<file path="src/rtl/mc8051_boot_seq_if.sv">
// Host download channel into the boot sequencer.
// The host drives the strobes, address and data. The sequencer answers with dl_ack.
interface mc8051_boot_seq_if;
    logic        dl_start;
    logic        dl_wr;
    logic [15:0] dl_addr;
    logic [7:0]  dl_data;
    logic        dl_done;
    logic        dl_ack;

    modport master (output dl_start, dl_wr, dl_addr, dl_data, dl_done, input dl_ack);
    modport slave  (input dl_start, dl_wr, dl_addr, dl_data, dl_done, output dl_ack);
endinterface

</file>
<file path="src/rtl/mc8051_boot_seq.sv">
// Boot and reset sequencer for the 8051 core.
// The core is held in reset while the host downloads program bytes into ROM.
// The internal RAM is then zero-filled, and the core is released after a hold time.
//
// state | meaning
// ------+---------------------------------------------------------------
// INIT  | one cycle after reset, then clear RAM
// LOAD  | host download in progress, bytes forwarded to program ROM
// CLEAR | write CLEAR_VAL to every internal RAM location, one per cycle
// HOLD  | keep the core in reset for RST_HOLD cycles
// RUN   | core released, RAM port passes through from the core
module mc8051_boot_seq #(
    parameter int          ROM_AW    = 13,
    parameter int          RAM_AW    = 7,
    parameter int          RST_HOLD  = 16,
    parameter logic [7:0]  CLEAR_VAL = 8'h00
) (
    input  logic              clk,
    input  logic              reset_n,
    mc8051_boot_seq_if.slave  dl,
    input  logic [RAM_AW-1:0] core_ram_adr_i,
    input  logic [7:0]        core_ram_data_i,
    input  logic              core_ram_wr_i,
    input  logic              core_ram_en_i,
    output logic [RAM_AW-1:0] ram_adr_o,
    output logic [7:0]        ram_data_o,
    output logic              ram_wr_o,
    output logic              ram_en_o,
    output logic              rom_wr_o,
    output logic [ROM_AW-1:0] rom_wadr_o,
    output logic [7:0]        rom_wdata_o,
    output logic              core_reset_o,
    output logic              ready_o,
    output logic              ovf_o
);

    localparam int                HOLD_W    = (RST_HOLD > 1) ? $clog2(RST_HOLD) : 1;
    localparam logic [HOLD_W-1:0] HOLD_LOAD = HOLD_W'(RST_HOLD - 1);
    localparam logic [RAM_AW-1:0] CLR_LAST  = {RAM_AW{1'b1}};

    typedef enum logic [2:0] {INIT, LOAD, CLEAR, HOLD, RUN} state_t;

    state_t            state, next_state;
    logic [RAM_AW-1:0] clr_cnt;
    logic [HOLD_W-1:0] hold_cnt;
    logic              in_rom;
    logic              load_wr;

    assign in_rom  = ({16'd0, dl.dl_addr} < (32'd1 << ROM_AW));
    assign load_wr = dl.dl_wr && (state == LOAD);

    // State register
    always_ff @(posedge clk or negedge reset_n) begin
        if (!reset_n) state <= INIT;
        else          state <= next_state;
    end

    // Next-state logic; dl_start overrides every other transition
    always_comb begin
        next_state = state;
        case (state)
            INIT:    next_state = CLEAR;
            LOAD:    if (dl.dl_done) next_state = CLEAR;
            CLEAR:   if (clr_cnt == CLR_LAST) next_state = HOLD;
            HOLD:    if (hold_cnt == '0) next_state = RUN;
            RUN:     next_state = RUN;
            default: next_state = INIT;
        endcase
        if (dl.dl_start) next_state = LOAD;
    end

    // Clear address counter: wraps back to 0 at the end of CLEAR and restarts on a new download
    always_ff @(posedge clk or negedge reset_n) begin
        if (!reset_n)            clr_cnt <= '0;
        else if (dl.dl_start)    clr_cnt <= '0;
        else if (state == CLEAR) clr_cnt <= clr_cnt + 1'b1;
    end

    // Hold down-counter: loaded when leaving CLEAR, HOLD ends when it reaches 0
    always_ff @(posedge clk or negedge reset_n) begin
        if (!reset_n)
            hold_cnt <= '0;
        else if (state == CLEAR && next_state == HOLD)
            hold_cnt <= HOLD_LOAD;
        else if (state == HOLD && hold_cnt != '0)
            hold_cnt <= hold_cnt - 1'b1;
    end

    // RAM port: the clear engine owns it in CLEAR, the core owns it in RUN
    always_comb begin
        ram_adr_o  = '0;
        ram_data_o = '0;
        ram_wr_o   = 1'b0;
        ram_en_o   = 1'b0;
        if (state == CLEAR) begin
            ram_adr_o  = clr_cnt;
            ram_data_o = CLEAR_VAL;
            ram_wr_o   = 1'b1;
            ram_en_o   = 1'b1;
        end else if (state == RUN) begin
            ram_adr_o  = core_ram_adr_i;
            ram_data_o = core_ram_data_i;
            ram_wr_o   = core_ram_wr_i;
            ram_en_o   = core_ram_en_i;
        end
    end

    // Core reset and ready, registered from the next state
    always_ff @(posedge clk or negedge reset_n) begin
        if (!reset_n) begin
            core_reset_o <= 1'b1;
            ready_o      <= 1'b0;
        end else begin
            core_reset_o <= (next_state != RUN);
            ready_o      <= (next_state == RUN);
        end
    end

    // ROM write port and ack. Address and data hold between writes.
    always_ff @(posedge clk or negedge reset_n) begin
        if (!reset_n) begin
            rom_wr_o    <= 1'b0;
            rom_wadr_o  <= '0;
            rom_wdata_o <= '0;
            dl.dl_ack   <= 1'b0;
        end else begin
            rom_wr_o  <= load_wr && in_rom;
            dl.dl_ack <= load_wr;
            if (load_wr && in_rom) begin
                rom_wadr_o  <= dl.dl_addr[ROM_AW-1:0];
                rom_wdata_o <= dl.dl_data;
            end
        end
    end

    // Sticky overflow flag: cleared by a new download, set by an out-of-range byte
    always_ff @(posedge clk or negedge reset_n) begin
        if (!reset_n)                 ovf_o <= 1'b0;
        else if (dl.dl_start)         ovf_o <= 1'b0;
        else if (load_wr && !in_rom)  ovf_o <= 1'b1;
    end

endmodule

</file>
<file path="src/flat_wrapper.sv">
// flat-port wrapper written by rule: the top's interface ports become plain ports
module mc8051_boot_seq_flat 
#(
    parameter int          ROM_AW    = 13,
    parameter int          RAM_AW    = 7,
    parameter int          RST_HOLD  = 16,
    parameter logic [7:0]  CLEAR_VAL = 8'h00
)
  (clk, reset_n, core_ram_adr_i, core_ram_data_i, core_ram_wr_i, core_ram_en_i, ram_adr_o, ram_data_o, ram_wr_o, ram_en_o, rom_wr_o, rom_wadr_o, rom_wdata_o, core_reset_o, ready_o, ovf_o, dl_dl_start, dl_dl_wr, dl_dl_addr, dl_dl_data, dl_dl_done, dl_dl_ack);
  mc8051_boot_seq_if dl_i ();
  input  logic clk;
  input  logic reset_n;
  input  logic [RAM_AW-1:0] core_ram_adr_i;
  input  logic [7:0] core_ram_data_i;
  input  logic core_ram_wr_i;
  input  logic core_ram_en_i;
  output logic [RAM_AW-1:0] ram_adr_o;
  output logic [7:0] ram_data_o;
  output logic ram_wr_o;
  output logic ram_en_o;
  output logic rom_wr_o;
  output logic [ROM_AW-1:0] rom_wadr_o;
  output logic [7:0] rom_wdata_o;
  output logic core_reset_o;
  output logic ready_o;
  output logic ovf_o;
  input wire logic [$bits(dl_i.dl_start)-1:0] dl_dl_start;
  input wire logic [$bits(dl_i.dl_wr)-1:0] dl_dl_wr;
  input wire logic [$bits(dl_i.dl_addr)-1:0] dl_dl_addr;
  input wire logic [$bits(dl_i.dl_data)-1:0] dl_dl_data;
  input wire logic [$bits(dl_i.dl_done)-1:0] dl_dl_done;
  output wire logic [$bits(dl_i.dl_ack)-1:0] dl_dl_ack;
  assign dl_i.dl_start = dl_dl_start;
  assign dl_i.dl_wr = dl_dl_wr;
  assign dl_i.dl_addr = dl_dl_addr;
  assign dl_i.dl_data = dl_dl_data;
  assign dl_i.dl_done = dl_dl_done;
  assign dl_dl_ack = dl_i.dl_ack;
  mc8051_boot_seq #(.ROM_AW(ROM_AW), .RAM_AW(RAM_AW), .RST_HOLD(RST_HOLD), .CLEAR_VAL(CLEAR_VAL)) u_core (.clk(clk), .reset_n(reset_n), .dl(dl_i), .core_ram_adr_i(core_ram_adr_i), .core_ram_data_i(core_ram_data_i), .core_ram_wr_i(core_ram_wr_i), .core_ram_en_i(core_ram_en_i), .ram_adr_o(ram_adr_o), .ram_data_o(ram_data_o), .ram_wr_o(ram_wr_o), .ram_en_o(ram_en_o), .rom_wr_o(rom_wr_o), .rom_wadr_o(rom_wadr_o), .rom_wdata_o(rom_wdata_o), .core_reset_o(core_reset_o), .ready_o(ready_o), .ovf_o(ovf_o));
endmodule
</file>
<file path="config.mk">
export PLATFORM = sky130hd
export DESIGN_NAME = mc8051_boot_seq_flat
export DESIGN_NICKNAME = d
export VERILOG_FILES = /design/src/rtl/mc8051_boot_seq_if.sv /design/src/rtl/mc8051_boot_seq.sv /design/src/flat_wrapper.sv
export SDC_FILE = /design/constraint.sdc
export NUM_CORES = 1
export LEC_CHECK = 0
export ABC_CLOCK_PERIOD_IN_PS = 3850
export BUFFER_PORTS_ARGS = -buffer_cell sky130_fd_sc_hd__buf_2
export CAP_MARGIN = 25
export CORE_ASPECT_RATIO = 0.9
export CORE_MARGIN = 5
export CORE_UTILIZATION = 49
export DETAILED_ROUTE_END_ITERATION = 10
export MAX_ROUTING_LAYER = met4
export PLACE_DENSITY_LB_ADDON = 0.15
export REMOVE_ABC_BUFFERS = 1
export SYNTH_ARGS = -nofsm -noshare
export SYNTH_HDL_FRONTEND = slang
export SYNTH_SLANG_ARGS = --single-unit
</file>
<file path="constraint.sdc">
create_clock -name clk -period 3.85 [get_ports clk]
set_input_delay 0.1925 -clock clk [delete_from_list [all_inputs] [get_ports clk]]
set_output_delay 0.1925 -clock clk [all_outputs]
set_load 0.01 [all_outputs]
</file>
==> results of run 1 <==
==> kinds of logic (layout without fill, tap and decap cells) <==
family                     count (synthesis)  count (layout)  share of synthesized area [%]
AOI/OAI and AO/OA                         13              13                          5.796
xor gates and xnor gates                   7               7                          3.422
adders and majority gates                  2               2                          1.396
buffers and inverters                     10             102                          2.164
DFF                                       40              40                          55.94
muxes                                     22              22                          13.76
and+or+nand+nor                           58              58                          17.53
==> layer usage <==
metal	routed length, um	vias to the layer above	global-route usage [%]
met5	0	-	-
met3	308	7	5.357
li1	-	711	-
met1	1705	645	22.48
met4	63	0	5.430
met2	1868	42	26.22
==> flip-flops by register name (all words and copies together) (netlist names) <==
signal	count
u_core.ready_o	1
u_core.rom_wadr_o	13
u_core.ovf_o	1
u_core.state	3
u_core.core_reset_o	1
u_core.rom_wr_o	1
u_core.clr_cnt	7
u_core.rom_wdata_o	8
u_core.dl.dl_ack	1
u_core.hold_cnt	4
==> through the flow <==
step	utilization (%)	setup slack (ns)
floorplan	-	2.006
global placement	65.76	1.941
detailed placement	65.76	1.907
CTS	68.88	1.724
global route	69.09	1.787
finish	69.09	1.918
==> report_power, final <==
| group | internal (mW) | switching (mW) | total (mW) | leakage, nW |
|---|---|---|---|---|
| combinational | 0.170 | 0.160 | 0.330 | 0.703 |
| clock | 0.192 | 0.136 | 0.328 | 0.0552 |
| sequential | 0.524 | 0.0549 | 0.579 | 0.501 |
==> cell type report <==
| cell class | instances | area share [%] |
|---|---|---|
| clock buffer | 6 | 3.041 |
| multi-input combinational | 102 | 31.46 |
| inverter | 4 | 0.6293 |
| tap | 44 | 2.307 |
| sequential | 40 | 42.00 |
| clock inverter | 2 | 1.468 |
| timing repair buffer | 90 | 19.09 |
==> critical path: stages (launching register included) <==
cell	delay [ns]
dfrtp_1	0.44
and4bb_2	0.37
nand2_1	0.51
mux2_2	0.49
==> placed cells by master, fill, tap and decap left out, types with 2 or more instances in the layout <==
cell,count
dfrtp_1,39
ha_1,2
clkbuf_8,5
nand3_1,4
nand2_1,16
and2_1,8
nor3b_1,3
a21oi_1,3
nand2b_1,2
a22o_1,6
inv_1,4
xnor2_1,4
nor2_1,10
mux2_2,21
xor2_1,3
or3_1,3
nor3_1,4
buf_2,88
==> worst paths after layout <==
check | startpoint | to | depth (start not counted)
max reg2reg | u_core.state[1] | u_core.rom_wdata_o[0] | 3
min | reset_n | u_core.rom_wdata_o[2] | 1
min in group clk | dl_dl_addr[6] | u_core.rom_wadr_o[6] | 2
max in group asynchronous | reset_n | u_core.rom_wadr_o[2] | 1
max | u_core.state[1] | u_core.rom_wdata_o[0] | 3
min reg2reg | u_core.ovf_o | u_core.ovf_o | 2
==> metrics.yaml, run 1 <==
run_status:
  outcome: "finished clean"
critical_path:
  arrival_ns: 2.10
  startpoint_type: "flip-flop"
  required_ns: 4.02
  path_class: "reg -> reg"
  cp-end-kind: "flip-flop"
  reg2reg_setup_slack_ns: 1.92
  crit_fanout: 22
pwr:
  power_leakage_nw: 1.260
  peakVddDrop_mv: 0.3223
  power.density_nw_per_um2: 518.3
  power_mw: 1.237
timing:
  tightest_slew_ns: 0.8567
  slew_headroom_pct: 42.75
  rsz0062_at_grt: "false"
  finalSetupTns_ns: 0
  finalSetupViolCount: 0
  finalCriticalPeriod_ns: 1.932
  maxSlewViolCount: 0
  max_freq_ghz: 0.5176
  fin_crit_sh_pct: 50.18
  finalHoldViolations: 0
  fin_skew_ns: 0.005438
  fin_hold_ws_ns: 0.01388
die:
  die_area_um2: 4968
  die_x_um: 73.74
  start_util_pct: 51.88
  core_area_um2: 3453
  fp-row-count: 20
  io_pins: 89
  dieHeight_um: 67.37
synthesis:
  ys_types: 33
  yosys.area.top_type: "dfrtp_1"
  synthTopCellsByCount: "dfrtp_1 (39), mux2_2 (21), nand2_1 (16), nor2_1 (10), and2_1 (8)"
  synth-seq-cells: 40
  ys_async_sr_fraction_pct: 100.0
  yosysSeqAreaShare_pct: 55.94
  syn_inst: 152
  syn_avg_cell_area_um2: 11.79
  synth_most_common_cell: "dfrtp_1"
  synth_edf_count: 0
  synthTopCellsByArea: "dfrtp_1 (54%), mux2_2 (13%), nand2_1 (3.4%), a22o_1 (2.9%), and2_1 (2.8%)"
  syn_area_um2: 1792
  ys_warn_count: 0
  synth_ff_type: "dfrtp_1"
  synth_top_area_share_pct: 54.47
final_layout:
  diodes: 0
  seqCellArea_um2: 1002
  finalNonFillerCells: 288
  drive_gt1_share_pct: 50.00
  num-nets-final: 291
  multiInputGateArea_um2: 750.7
  fillerInstances: 296
  area_delta_synth_final_pct: 33.17
  final_area_um2: 2386
placement:
  dp_hpwl_um: 3089
  place_area_um2: 2271
  portBuffers: 88
  gp_congestion: 0.7919
  dp_cells: 279
clocking:
  hold_buffers: 0
  path_clk_slew_ns: 0.07
  cts.sinks: 40
  h-tree-depth: 2
  ctsResizeCount: 0
  numCtsBuffers: 5
  cts_tree: "built"
  root_buffer: "clkbuf_8"
  clk_latency_ns: 0.28
  post-cts-setup-buffers: 0
  clockBufferDepth: 2
min_path:
  hold_path.class: "in -> async"
global_route:
  grt_overflow: 0
  grt_first_pass_wirelength_um: 6292
  gr-usage-all-layers_pct: 17.37
  grt_pass1_vias: 1291
  antenna_found_initial: 0
  grt_max_degree: 41
route:
  vias: 1405
  routed_via_density: 4.878
  totalWireLength_um: 3945
  drt-initial-drc-count: 54
  drc_errors: 0
  final_antenna_net_count: 0
  first_pass_iters: 4
  wire_per_inst_um: 13.70
run:
  maxCapViolations: 0
No activity file was read; power rests on OpenSTA's default activity.
==> run 2: changes to the inputs <==
--- a/config.mk
+++ b/config.mk
@@ -5,12 +5,13 @@
 export SDC_FILE = /design/constraint.sdc
 export NUM_CORES = 1
 export LEC_CHECK = 0
-export ABC_CLOCK_PERIOD_IN_PS = 3850
+export ABC_AREA = 1
+export ABC_CLOCK_PERIOD_IN_PS = 1930
 export BUFFER_PORTS_ARGS = -buffer_cell sky130_fd_sc_hd__buf_2
 export CAP_MARGIN = 25
 export CORE_ASPECT_RATIO = 0.9
 export CORE_MARGIN = 5
-export CORE_UTILIZATION = 49
+export CORE_UTILIZATION = 47
 export DETAILED_ROUTE_END_ITERATION = 10
 export MAX_ROUTING_LAYER = met4
 export PLACE_DENSITY_LB_ADDON = 0.15
==> constraint.sdc (replaced) <==
create_clock -name clk -period 1.93 [get_ports clk]
set_input_delay 0.0965 -clock clk [delete_from_list [all_inputs] [get_ports clk]]
set_output_delay 0.0965 -clock clk [all_outputs]
set_load 0.01 [all_outputs]
==> metrics.yaml, run 2 <==
clocking:
  hold_buffers: 13
  cts.sinks: 40
  h-tree-depth: 2
  numCtsBuffers: 5
  path_clk_slew_ns: 0.07
  clk_latency_ns: 0.29
  ctsResizeCount: 0
  clockBufferDepth: 2
  post-cts-setup-buffers: 0
  root_buffer: "clkbuf_8"
  cts_tree: "built"
critical_path:
  r2r_cells: 7
  cp-end-kind: "primary output"
  reg2reg_setup_slack_ns: 0.53
  timing.rr.end: "u_core.rom_wdata_o[2]"
  critPathMaxStageDelay_ns: 0.45
  required_ns: 1.83
  path_depth: 4
  r2r-start: "u_core.state[1]"
  path_buf_inv: 2
  arrival_ns: 1.56
  crit_start: "u_core.state[0]"
  cpLargestDelayFamily: "flip-flops"
  startpoint_type: "flip-flop"
  crit_end: "ram_adr_o[3]"
  path_class: "reg -> out"
  cp_cell_sequence: "nand3b_1, buf_4, o21ai_0, buf_2"
  crit_path_top_delay_cell: "dfrtp_1"
  crit_fanout: 10
global_route:
  grt_overflow: 0
  gr-usage-all-layers_pct: 17.75
  grt_max_degree: 41
  grt_pass1_vias: 1788
  grt_first_pass_wirelength_um: 7790
  antenna_found_initial: 0
synthesis:
  synthMuxAreaShare_pct: 0
  syn_inst: 241
  synth_ff_type: "dfrtp_1"
  synth_top_area_share_pct: 49.43
  synth_most_common_cell: "nand2_1"
  synth_adder_area_share_pct: 1.267
  ys_warn_count: 0
  yosysSeqAreaShare_pct: 50.76
  synth_xor_area_share_pct: 0.8872
  synth-seq-cells: 40
  synthTopCellsByCount: "nand2_1 (77), dfrtp_1 (39), inv_1 (31), nor2_1 (18), nand2_2 (16)"
  ys_async_sr_fraction_pct: 100.0
  ys_types: 29
  yosys.area.top_type: "dfrtp_1"
  synth_edf_count: 0
  synth_top_family_by_area: "simple AND/OR/NAND/NOR gates"
  synth_compound_area_share_pct: 5.703
  syn_area_um2: 1974
  synthTopCellsByArea: "dfrtp_1 (49%), nand2_1 (15%), inv_1 (5.9%), nand2_2 (5.1%), nor2_1 (3.4%)"
  syn_avg_cell_area_um2: 8.193
  synthSimpleGateAreaFrac_pct: 32.26
timing:
  finalCriticalPeriod_ns: 1.657
  slew_headroom_pct: 66.96
  fin_skew_ns: 0.004102
  tightest_slew_ns: 0.4956
  fin_hold_ws_ns: 0.002676
  finalSetupTns_ns: 0
  rsz0062_at_grt: "false"
  finalHoldViolations: 0
  fin_crit_sh_pct: 85.86
  finalSetupViolCount: 0
  max_freq_ghz: 0.6035
  maxSlewViolCount: 0
route:
  routed_via_density: 4.696
  first_pass_iters: 4
  drc_errors: 0
  detailroute.wirelength.met2_um: 2087
  met3WireLength_um: 447
  final_antenna_net_count: 0
  vias: 1855
  totalWireLength_um: 4591
  wirelength_met1_um: 1987
  wire_per_inst_um: 11.62
  drt-initial-drc-count: 85
  top_layer: "met4"
pwr:
  pwr-share-comb_pct: 27.9
  switching_power_mw: 0.7470
  p_clk_share_pct: 24.0
  intPower_mw: 1.591
  power_leakage_nw: 1.578
  power_frac_seq_pct: 48.2
  power.density_nw_per_um2: 876.0
  peakVddDrop_mv: 0.6253
  switching_share_pct: 31.95
final_layout:
  area_delta_synth_final_pct: 35.17
  seqCellArea_um2: 1002
  multiInputGateArea_um2: 792.0
  final_util_pct: 65.51
  regMostFlops: "u_core.rom_wadr_o"
  reg_top3: "u_core.rom_wadr_o: 13 flops, u_core.rom_wdata_o: 8 flops, u_core.clr_cnt: 7 flops"
  final_common_cell: "buf_2"
  drive_gt1_share_pct: 36.89
  finalNonFillerCells: 395
  final_cell_mix: "buf_2 (88), nand2_1 (77), dfrtp_1 (39)"
  largest_reg_flops: 13
  fillerInstances: 339
  diodes: 0
  num-nets-final: 394
placement:
  portBuffers: 88
  dp_cells: 374
  gp_congestion: 0.7860
  dp_hpwl_um: 3307
run:
  maxCapViolations: 0
run_status:
  outcome: "finished clean"
die:
  io_pins: 89
  dieHeight_um: 71.49
  core_area_um2: 4074
  start_util_pct: 48.46
  fp-row-count: 22
  die_x_um: 78.32
  die_area_um2: 5599
min_path:
  hold_path.class: "in -> reg"
==> run 2: how the worst min path moves through the flow <==
stage,slack (ns),to,cells past startpoint,from
floorplan,-0.20,u_core.clr_cnt[0],0,reset_n
global placement,0.18,u_core.rom_wdata_o[7],2,reset_n
detailed placement,0.18,u_core.rom_wdata_o[7],2,reset_n
CTS,0.002,u_core.rom_wadr_o[8],3,dl_dl_addr[8]
global route,0.0004,u_core.rom_wadr_o[7],3,dl_dl_addr[7]
finish,0.003,u_core.rom_wadr_o[8],3,dl_dl_addr[8]
==> run 2: worst min-delay path: stages <==
cell and delay, ns:
buf_2 0.07, nand2_1 0.04, nand2_1 0.05
==> run 2: power groups by stage <==
stage / logic [mW] / clock network [mW] / registers [mW]
after floorplan: 0.296 / 0 / 1.19
after global placement: 0.620 / 0 / 1.14
after detailed placement: 0.638 / 0 / 1.13
after CTS: 0.658 / 0.576 / 1.13
after global routing: 0.732 / 0.615 / 1.15
final: 0.651 / 0.560 / 1.13
==> run 2: kinds of logic after synthesis <==
family | Yosys count
AND/OR/NAND/NOR | 139
adder cells (fa/ha/maj) | 2
flip-flops | 40
AO/OA/AOI/OAI | 19
buffers and inverters | 39
XOR/XNOR | 2
==> run 2: routing by layer <==
layer / vias up / GRT usage (%)
met2: 79 / 28.61
met5: - / -
met1: 820 / 21.00
li1: 947 / -
met3: 9 / 6.030
met4: 0 / 5.825
==> run 2: layout make-up <==
class                   instances  share of cell area, %
clock buffers                   6                  3.094
clock inverters                 2                 0.3751
inverters                      32                  4.548
multi-input cells             162                  29.68
flip-flops and latches         40                  37.55
well taps                      48                  2.250
repair buffers                105                  22.50
==> run 2: metrics by stage <==
stage	total power, mW	cell area [um^2]	worst slack (ns)
floorplan	1.490	1916	0.2935
global placement	1.759	2446	0.5688
detailed placement	1.772	2446	0.5317
CTS	2.360	2669	0.2499
global route	2.500	2669	0.1273
finish	2.338	2669	0.2729
